[config.mk]
export PLATFORM = sky130hd
export DESIGN_NAME = instr_encoder
export DESIGN_NICKNAME = d
export VERILOG_FILES = /design/src/rtl/instr_encoder.sv
export SDC_FILE = /design/constraint.sdc
export NUM_CORES = 1
export LEC_CHECK = 0
export BUFFER_PORTS_ARGS = -buffer_cell sky130_fd_sc_hd__buf_2
export CAP_MARGIN = 20
export CELL_PAD_IN_SITES_DETAIL_PLACEMENT = 1
export CELL_PAD_IN_SITES_GLOBAL_PLACEMENT = 1
export CORE_MARGIN = 1.5
export CORE_UTILIZATION = 37
export CTS_BUF_LIST = sky130_fd_sc_hd__clkbuf_4
export CTS_CLUSTER_DIAMETER = 60
export DETAILED_ROUTE_END_ITERATION = 12
export GPL_TIMING_DRIVEN = 0
export PLACE_DENSITY = 0.89
export SYNTH_ARGS = -nofsm -noshare
export SYNTH_HDL_FRONTEND = slang
export SYNTH_SLANG_ARGS = --single-unit
[constraint.sdc]
create_clock -name clk -period 2.3 [get_ports clk]
set_input_delay 0.115 -clock clk [delete_from_list [all_inputs] [get_ports clk]]
set_output_delay 0.115 -clock clk [all_outputs]
set_load 0.05 [all_outputs]
[src/rtl/instr_encoder.sv]
// Packs RISC-V R/I/S/B field tuples into 32-bit instruction words and streams
// them to instruction memory at consecutive word addresses through a one-word buffer.
module instr_encoder #(
   parameter int ADDR_W    = 10,
   parameter int BASE_ADDR = 0
) (
   input  logic              clk,
   input  logic              reset,
   input  logic              start,
   input  logic              in_valid,
   output logic              in_ready,
   input  logic [1:0]        in_fmt,
   input  logic [6:0]        in_opcode,
   input  logic [4:0]        in_rd,
   input  logic [4:0]        in_rs1,
   input  logic [4:0]        in_rs2,
   input  logic [2:0]        in_funct3,
   input  logic [6:0]        in_funct7,
   input  logic [31:0]       in_imm,
   input  logic              in_last,
   output logic              mem_we,
   input  logic              mem_ready,
   output logic [ADDR_W-1:0] mem_addr,
   output logic [31:0]       mem_wdata,
   output logic              busy,
   output logic              done,
   output logic              err,
   output logic [ADDR_W:0]   count
);

   typedef enum logic [1:0] {
      IDLE  = 2'd0,
      RUN   = 2'd1,
      DRAIN = 2'd2,
      DONE  = 2'd3
   } state_t;

   localparam logic [ADDR_W-1:0] BASE      = ADDR_W'(BASE_ADDR);
   localparam logic [ADDR_W:0]   COUNT_MAX = '1;

   state_t      state;
   logic        accept;
   logic        xfer;
   logic        imm_ok;
   logic [31:0] enc_word;

   function automatic logic [31:0] encode(
      input logic [1:0]  fmt,
      input logic [6:0]  opcode,
      input logic [4:0]  rd,
      input logic [4:0]  rs1,
      input logic [4:0]  rs2,
      input logic [2:0]  funct3,
      input logic [6:0]  funct7,
      input logic [31:0] imm
   );
      logic [31:0] word;
      case (fmt)
         2'd0:    word = {funct7, rs2, rs1, funct3, rd, opcode};
         2'd1:    word = {imm[11:0], rs1, funct3, rd, opcode};
         2'd2:    word = {imm[11:5], rs2, rs1, funct3, imm[4:0], opcode};
         2'd3:    word = {imm[12], imm[10:5], rs2, rs1, funct3, imm[4:1], imm[11], opcode};
         default: word = 32'h0000_0000;
      endcase
      return word;
   endfunction

   // I/S take a signed 12-bit immediate; B takes a signed 13-bit even byte offset.
   function automatic logic imm_in_range(
      input logic [1:0]  fmt,
      input logic [31:0] imm
   );
      logic ok;
      case (fmt)
         2'd0:       ok = 1'b1;
         2'd1, 2'd2: ok = (imm[31:11] == 21'h00_0000) || (imm[31:11] == 21'h1F_FFFF);
         2'd3:       ok = ((imm[31:12] == 20'h0_0000) || (imm[31:12] == 20'hF_FFFF)) && !imm[0];
         default:    ok = 1'b0;
      endcase
      return ok;
   endfunction

   assign in_ready = (state == RUN) && (!mem_we || mem_ready);
   assign accept   = in_valid && in_ready;
   assign xfer     = mem_we && mem_ready;
   assign imm_ok   = imm_in_range(in_fmt, in_imm);
   assign enc_word = encode(in_fmt, in_opcode, in_rd, in_rs1, in_rs2, in_funct3, in_funct7, in_imm);

   // Sequencer, output buffer, address/count tracking and sticky range error.
   always_ff @(posedge clk or posedge reset) begin
      if (reset) begin
         state     <= IDLE;
         mem_we    <= 1'b0;
         mem_addr  <= BASE;
         mem_wdata <= 32'h0000_0000;
         busy      <= 1'b0;
         done      <= 1'b0;
         err       <= 1'b0;
         count     <= '0;
      end else begin
         done <= 1'b0;
         // mem_addr points at the buffered word, or at the next free slot when empty.
         if (xfer) begin
            mem_addr <= mem_addr + ADDR_W'(1);
            if (count != COUNT_MAX) begin
               count <= count + (ADDR_W+1)'(1);
            end
         end
         if (accept && imm_ok) begin
            mem_we    <= 1'b1;
            mem_wdata <= enc_word;
         end else if (xfer) begin
            mem_we <= 1'b0;
         end
         if (accept && !imm_ok) begin
            err <= 1'b1;
         end
         case (state)
            IDLE: begin
               if (start) begin
                  state    <= RUN;
                  busy     <= 1'b1;
                  mem_addr <= BASE;
                  count    <= '0;
                  err      <= 1'b0;
               end
            end
            RUN: begin
               if (accept && in_last) begin
                  state <= DRAIN;
               end
            end
            DRAIN: begin
               if (!mem_we || mem_ready) begin
                  state <= DONE;
                  busy  <= 1'b0;
                  done  <= 1'b1;
               end
            end
            DONE: begin
               state <= IDLE;
            end
            default: begin
               state <= IDLE;
               busy  <= 1'b0;
            end
         endcase
      end
   end

endmodule

==> impl_metrics.csv <==
group,metric,value,unit
outcome,outcome,"finished clean",
synthesis,synth_area,3030,um^2
clock_network,cts_root_buf,"clkbuf_4",
routing,ant_nets,0,
die,ios,130,
pwr,leakage,2.19,nW
routing,vias,2671,
routing,first_iter_violations,42,
synthesis,yosysMostFrequentCell,"dfrtp_1",
flow_run,max_cap_viol_count,0,
die,fp.dieW,93.6,um
routing,drt-pass1-iter-count,4,
pwr,powerDensity,1160,nW/um^2
synthesis,synth-edff-count,0,
timing,finalCritPeriodShare,89.4,%
placement,dpl.hpwl,6510,um
global_routing,grt_max_degree,35,
setup_path,worstSetupPathType,"register to register",
worst_hold_path,hp-class,"input pin to register",
setup_path,crit_path_end_kind,"register",
synthesis,synth_flop_cell,"dfrtp_1",
clock_network,clk_path_buf_depth,2,
die,fp.dieArea,8750,um^2
synthesis,yosysTopAreaCell,"dfrtp_1",
timing,finalMaxSlewViolations,0,
routing,wl,8570,um
die,core,7850,um^2
timing,final.setup.tns,0,ns
synthesis,synth_cell_type_count,38,
timing,fmaxAchievable,0.487,GHz
global_routing,grt_pass1_vias,2850,
timing,finalClockSkew,0.0118,ns
routing,vias_per_cell,5.13,
timing,rsz0062_at_grt,"no",
global_routing,grt_util_all_layers,20.6,%
synthesis,synth_cells,257,
synthesis,ys_ff_latch,59,
pwr,peakVddDrop,0.508,mV
global_routing,antenna_found_initial,0,
placement,port_buffers,129,
synthesis,syn-num-nets,338,
synthesis,ys_warn_count,0,
clock_network,clkTransAtPathRegs,0.10,ns
setup_path,crit_path_start_kind,"register",
setup_path,cp.arrival,2.32,ns
routing,wl_per_cell,16.5,um
final_layout,synthToLayoutAreaGrowth,36.0,%
clock_network,cts_tree,"yes",
global_routing,grt_pass1_wl,13800,um
final_layout,antenna_cells,0,
clock_network,htree_levels,3,
timing,setup_viol,0,
synthesis,netlist_top_cells_count,"dfrtp_1 (59), mux2_4 (28), nor2_1 (21)",
setup_path,crit_required,2.56,ns
synthesis,synth-seq-area-share,48.7,%
timing,min_period,2.06,ns
die,die-height,93.6,um
timing,tightest_slew,0.569,ns
final_layout,fin_util,52.6,%
global_routing,grt_overflow_total,0,
clock_network,cts_made_buffers,9,
routing,drc,0,
setup_path,critical_path_peak_fanout,6,
timing,relSlewSlack,62.0,%
final_layout,drive_above_1_share,43.9,%
synthesis,ys_async_sr_fraction,100,%
synthesis,synth_top_cell_area_share,48.7,%
final_layout,fin_nets,495,
timing,hold_violations,0,
placement,finalWeightedCongestion,0.845,
clock_network,clk_latency,0.39,ns
synthesis,synthTopCellsByArea,"dfrtp_1 (49%), mux2_4 (14%), a22o_1 (4.3%)",
synthesis,synth_area_per_cell,11.8,um^2
clock_network,clock_sinks,59,
die,rows,32,
die,start_util,38.7,%
-- timing repair --
item / 4_1_cts / 5_1_grt
gates resized for setup: 0 / 1
setup buffers: 0 / 0
setup endpoints to repair: 0 / 5
endpoints found under the hold margin: 40 / 0
hold buffers: 16 / 0
-- report_power, final --
group	switching, mW	internal [mW]
sequential	0.218	1.37
clock	0.378	0.335
combinational	1.69	0.782
total	2.28	2.49
-- cells in the final DEF, fill, tap and decap left out, types with 2 or more instances in the layout --
cell and n:
and2_1 5, mux2_2 3, ha_1 9, buf_2 129
nor4_1 6, a22o_1 15, buf_12 4, clkbuf_1 4
dfrtp_1 59, a21oi_1 8, and4_1 4, nor2b_1 2
xor2_1 10, o21ai_0 6, dlygate4sd3_1 16, clkinv_2 3
and3_1 8, a31oi_1 2, inv_1 10, xnor2_1 5
nand4_1 8, nor2_1 21, nand3_1 4, clkbuf_4 10
mux2_4 28, nand2_1 17, mux2i_1 3
-- critical path, cell delays in order (launching register included) --
cell and delay, ns:
dfrtp_1 0.46, ha_1 0.24, and3_1 0.21, and3_1 0.25
a31oi_2 0.39, nand4_1 0.17, xor2_1 0.16, nor2_1 0.06
-- logic make-up after synthesis --
kind of cell | Yosys count | share of synthesized area, %
adders and majority gates | 9 | 3.71
buffers and inverters | 19 | 4.21
DFF | 59 | 48.7
xor gates and xnor gates | 15 | 4.33
muxes | 34 | 16.0
and+or+nand+nor | 81 | 13.8
AOI/OAI and AO/OA | 40 | 9.36
-- routing by layer --
layer | wire length (um) | vias up | part of all wire [%] | track usage (%)
li1 | - | 1240 | - | -
met5 | 0 | - | 0 | 0
met3 | 542 | 15 | 6.3 | 4.07
met2 | 4520 | 112 | 53 | 37.7
met1 | 3360 | 1304 | 39 | 23.5
met4 | 152 | 0 | 1.8 | 7.84
-- sequential cells by signal, summed over array words and instances, names as in the netlist --
signal     count
mem_addr      10
mem_we         1
state          2
count         11
err            1
mem_wdata     32
done           1
busy           1
-- final cells by class --
cell class | count | area [um^2]
buffer | 8 | 86.3
clock buffer | 10 | 75.1
clock inverter | 6 | 56.3
fill | 903 | 3720
inverter | 11 | 41.3
multi-input combinational | 179 | 1440
sequential | 59 | 1480
tap | 102 | 128
timing repair buffer | 146 | 826
-- final timing paths --
path	end	from	slack (ns)	cells after the start
max	count[3]	count[0]	0.24	7
min	mem_wdata[31]	in_funct7[6]	0.05	3
max reg2reg	count[3]	count[0]	0.24	7
min reg2reg	mem_wdata[23]	mem_wdata[23]	0.52	1
max in group asynchronous	mem_addr[3]	reset	1.38	4
min in group asynchronous	mem_wdata[1]	reset	0.33	3
-- through the flow --
stage               power, mW  hold slack, ns  setup slack, ns  instances  area, um^2
floorplan                3.44           0.263            0.105        257        3030
global placement         3.98           0.347        -0.000467        488        3810
detailed placement       4.07           0.218           0.0572        489        3830
CTS                      4.83          0.0116           0.0292        521        4120
global route             5.03          0.0188            0.130        521        4130
finish                   4.78          0.0495            0.245        521        4130
(Power assumes the default switching activity.)
